$ cat src/rtl/ex_mem_buff_pkg.sv
// Shared constants for the EX/MEM pipeline buffer: default payload width
// and the bubble/reset pattern loaded on reset and on flush.
package ex_mem_buff_pkg;

    localparam int          EXMEM_DATA_W_DEF = 16;
    localparam logic [15:0] EXMEM_BUBBLE_VAL = 16'h0000;

endpackage : ex_mem_buff_pkg

$ cat src/rtl/ex_mem_buff_pipe_reg_cell.sv
// pipe_reg_cell: width-parameterised pipeline register with asynchronous
// active-low clear to RST_VAL and a load enable (en=0 holds the value).
module pipe_reg_cell #(
    parameter int           W       = 16,
    parameter logic [W-1:0] RST_VAL = '0
) (
    input  logic         clk,
    input  logic         rst,
    input  logic         en,
    input  logic [W-1:0] d,
    output logic [W-1:0] q
);

    logic [W-1:0] q_reg;

    always_ff @(posedge clk or negedge rst) begin
        if (!rst) begin
            q_reg <= RST_VAL;
        end else if (en) begin
            q_reg <= d;
        end
    end

    assign q = q_reg;

endmodule : pipe_reg_cell

$ cat src/rtl/ex_mem_buff.sv
// EX/MEM pipeline buffer: one-edge registered hand-off of the EX result bundle.
// Defining EXMEM_STALL_FLUSH_EN adds stall/flush inputs and a valid_out flag.
module ex_mem_buff
    import ex_mem_buff_pkg::*;
#(
    parameter int                DATA_W  = EXMEM_DATA_W_DEF,
    parameter logic [DATA_W-1:0] RST_VAL = DATA_W'(EXMEM_BUBBLE_VAL)
) (
    input  logic              clk,
    input  logic              rst,
`ifdef EXMEM_STALL_FLUSH_EN
    input  logic              stall,
    input  logic              flush,
    output logic              valid_out,
`endif
    input  logic [DATA_W-1:0] data_in_bus,
    output logic [DATA_W-1:0] data_out_bus
);

    logic              load_en;
    logic [DATA_W-1:0] payload_next;

`ifdef EXMEM_STALL_FLUSH_EN
    logic valid_next;

    // Flush wins over stall: it must load the bubble even while the stage is held.
    always_comb begin
        load_en      = flush | ~stall;
        payload_next = flush ? RST_VAL : data_in_bus;
        valid_next   = ~flush;
    end

    pipe_reg_cell #(
        .W       (1),
        .RST_VAL (1'b0)
    ) u_valid_cell (
        .clk (clk),
        .rst (rst),
        .en  (load_en),
        .d   (valid_next),
        .q   (valid_out)
    );
`else
    always_comb begin
        load_en      = 1'b1;
        payload_next = data_in_bus;
    end
`endif

    pipe_reg_cell #(
        .W       (DATA_W),
        .RST_VAL (RST_VAL)
    ) u_payload_cell (
        .clk (clk),
        .rst (rst),
        .en  (load_en),
        .d   (payload_next),
        .q   (data_out_bus)
    );

endmodule : ex_mem_buff

$ cat config.mk
export PLATFORM = sky130hd
export DESIGN_NAME = ex_mem_buff
export DESIGN_NICKNAME = d
export VERILOG_FILES = /design/src/rtl/ex_mem_buff_pkg.sv /design/src/rtl/ex_mem_buff_pipe_reg_cell.sv /design/src/rtl/ex_mem_buff.sv
export SDC_FILE = /design/constraint.sdc
export NUM_CORES = 1
export LEC_CHECK = 0
export ABC_AREA = 1
export CAP_MARGIN = 0
export CORE_AREA = 2 2 39 41
export CTS_CLUSTER_DIAMETER = 100
export DETAILED_ROUTE_END_ITERATION = 8
export DIE_AREA = 0 0 41 43
export DONT_BUFFER_PORTS = 1
export PLACE_DENSITY = 0.56
export SETUP_SLACK_MARGIN = 0.1
export SKIP_LAST_GASP = 1
export SLEW_MARGIN = 0
export SYNTH_ARGS = -nofsm -noshare
export SYNTH_HDL_FRONTEND = slang
export SYNTH_SLANG_ARGS = --single-unit
export TNS_END_PERCENT = 100
$ cat constraint.sdc
create_clock -name clk -period 0.8 [get_ports clk]
set_input_delay 0 -clock clk [delete_from_list [all_inputs] [get_ports clk]]
set_output_delay 0 -clock clk [all_outputs]
set_load 0.03 [all_outputs]
-- Word-level counts from Yosys, hierarchy flattened
Cells that the tools add are included.
- register bits after elaboration: 16
- input bits: 18
- output and inout port bits: 16
- word-level logic and storage cells: 1

-- Logic depth before layout (Yosys ltp)
- depth in word-level cells: 0
- depth in mapped cells: 0
- mapped depth without buffers: 0

-- By module
A second synthesis with hierarchy kept.
- cells, all modules: 69
- area total of the unflattened synthesis: 648.1 µm²
- by module, submodules not included (module ; times used ; cells each ; area an instance (µm²) ; sequential area each (µm²)):
    pipe_reg_cell ; 1 ; 68 ; 644.4 ; 400.4
    ex_mem_buff ; 1 ; 1 ; 3.8 ; 0.0

-- Worst setup path after synthesis
Ideal clock, no wire load.
- path kind: register -> output
- start: register u_payload_cell.q_reg[0], in the netlist u_payload_cell.q[0]
- end: output data_out_bus[0]
- arrival: 0.467 ns
- required time: 0.800 ns
- path slack: 0.333 ns
- stages on the path, launching flop included: 1
- path buffers: 0
- cells stage by stage: dfrtp_1
- RTL lines (element ; line ; source):
    from (decl) ; ex_mem_buff_pipe_reg_cell.sv:14 ; logic [W-1:0] q_reg;
    from (signal assigned) ; ex_mem_buff_pipe_reg_cell.sv:18 ; q_reg <= RST_VAL;
    from (signal assigned) ; ex_mem_buff_pipe_reg_cell.sv:20 ; q_reg <= d;
    to (decl) ; ex_mem_buff.sv:17 ; output logic [DATA_W-1:0] data_out_bus
No word-level cell between the ends.

-- Final worst setup path
- start: register u_payload_cell.q_reg[12], in the netlist u_payload_cell.q[12]
- end: output data_out_bus[12]
No word-level cell between the ends.

==> metrics.md <==
| Metric | Value |
|---|---|
| Syn nets | `34` |
| Die height | `43 um` |
| Slew Limit Headroom | `55.2%` |
| Max FO, Critical Path | `1` |
| Nets | `56` |
| Tightest Pin Transition | `0.672 ns` |
| Io pins | `34` |
| CTS Buf Count | `3` |
| Initial antenna violation count | `0` |
| Core ar. | `1380 um^2` |
| Max-Cap Viols | `0` |
| Yosys top cell by area | `dfrtp_1` |
| Die area | `1760 um^2` |
| Drt first pass iters | `1` |
| Vias per cell | `4.04` |
| Yosys cell types | `1` |
| Layout cell share with drive strength beyond 1 | `54.1%` |
| Number of flip-flops in the largest register | `16` |
| CTS root buffer | `clkbuf_4` |
| Yosys top cell area share | `100%` |
| Hold WC Path Type | `in -> async` |
| Power Density | `2370 nW/um^2` |
| Syn Area/Cell | `25.0 um^2` |
| Mapped cell area | `400 um^2` |
| Reg clk slew, reported paths | `0.08 ns` |
| Post-synthesis sequential area ratio | `100%` |
| CTS Hold Buffers Added | `17` |
| Ys async rst share | `100%` |
| Multi-input logic area | `0 um^2` |
| Critical Path RT | `0.80 ns` |
| Highest clock rate | `1330 MHz` |
| Top-count cell post-synth | `dfrtp_1` |
| Site row count | `14` |
| Synth Register Bits | `16` |
| Final setup violation count | `0` |
| Multi-input logic cell count | `0` |
| WHS | `-0.177 ns` |
| CTS Buffer Depth | `2` |
| Die Width | `41 um` |
| Crit path time final | `0.753 ns` |
| Dpl cells | `32` |
| GR Overflow Total | `0` |
| Initial core utilization | `28.9%` |
| Global-route wire length before repair | `1150 um` |
| Non-filler cells, final | `53` |
| Ys flop type | `dfrtp_1` |
| Status | `finished, violations left` |
| CP Capture Type | `output port` |
| Max VDD drop | `1270 uV` |
| Final period utilization | `94.1%` |
| Pin count of the biggest net entering global routing | `17` |
| Vias in the first global route | `257` |
| Routed WL per cell | `15.7 um` |
| CTS H-Tree Depth | `1` |
| Placer Congestion | `0.579` |
| Post-Syn Instances | `16` |
| Crit path arrival time | `0.75 ns` |
| Fillers | `118` |
| Post-synth top cells | `dfrtp_1` |
| P_leak | `0.271 nW` |
| Total track usage | `10.6%` |
| Post-synth EDFFs | `0` |
| Slew Viols, Final | `0` |
| N_diodes | `0` |
| P&R area growth vs syn | `62.2%` |
| WL final | `830 um` |
| Top cells by area, synth | `dfrtp_1` |
| CTS sink cnt | `16` |
| Final hold violations | `16` |
| Sum Neg Setup Slack | `0 ns` |
| Failing checks | `negative hold slack` |
| Initial drt markers | `0` |
| DR DRC count | `0` |
| IO buf count | `0` |
| RSZ-0062 raised after global routing | `yes` |
| CP Class | `reg -> out` |
| Vias after detailed routing | `214` |
| Final ANT Viol Nets | `0` |
| CTS tree | `built` |
| Synth warn | `0` |
| Critical path startpoint category | `flop` |
[cell type report]
| type | instances | area, um^2 | area share (%) |
|---|---|---|---|
| Sequential cell | 16 | 420 | 64.7 |
| Timing Repair Buffer | 17 | 173 | 26.6 |
| Clock buffer | 4 | 36.3 | 5.59 |
| Tap cell | 16 | 20.0 | 3.08 |
[logic make-up after synthesis]
logic type / after synthesis / synth area share, %
flops: 16 / 100
[power breakdown]
group	internal, mW	leakage (nW)	total (mW)	switching (mW)
Combinational	0.0558	0.0799	0.0809	0.0251
Sequential	0.857	0.171	0.962	0.105
Clock	0.276	0.0210	0.493	0.217
Total	1.19	0.271	1.54	0.347
[stage by stage]
stage	power (mW)	setup WS (ns)	utilization, %	area (um^2)
2_1_floorplan	0.963	0.333	-	400
3_3_place_gp	0.968	0.318	30.4	420
3_5_place_dp	0.971	0.300	30.4	420
4_1_cts	1.56	0.0359	46.7	647
5_1_grt	1.62	0.0128	46.9	649
6_report	1.54	0.0474	46.9	649
[layout by cell type (no fill, tap or decap)]
cell and instances:
clkbuf_8 1, dlymetal6s4s_1 1, dlygate4sd3_1 16, dfrtp_2 16
clkbuf_4 3
[timing repair]
action                                  in CTS  in global routing
endpoints found under the setup margin      16                 32
hold endpoints to repair                    32                 16
setup buffers                                0                  0
gates resized for setup                     16                  1
[path summary, 6_finish.rpt]
path	from	endpoint	slack, ns	depth (start not counted)
min in group clk	data_in_bus[2]	u_payload_cell.q[2]$_DFF_PN0_	0.28	1
min	rst	u_payload_cell.q[13]$_DFF_PN0_	-0.18	1
max in group asynchronous	rst	u_payload_cell.q[10]$_DFF_PN0_	0.51	1
max	u_payload_cell.q[12]$_DFF_PN0_	data_out_bus[12]	0.05	0
[metal layers]
layer	track usage [%]	wire [um]	up-vias
met5	0	0	-
met4	0	0	0
met3	6.81	83	0
met2	22.5	519	18
met1	6.25	227	106
li1	-	-	90
Power figures use the tool's default switching activity.
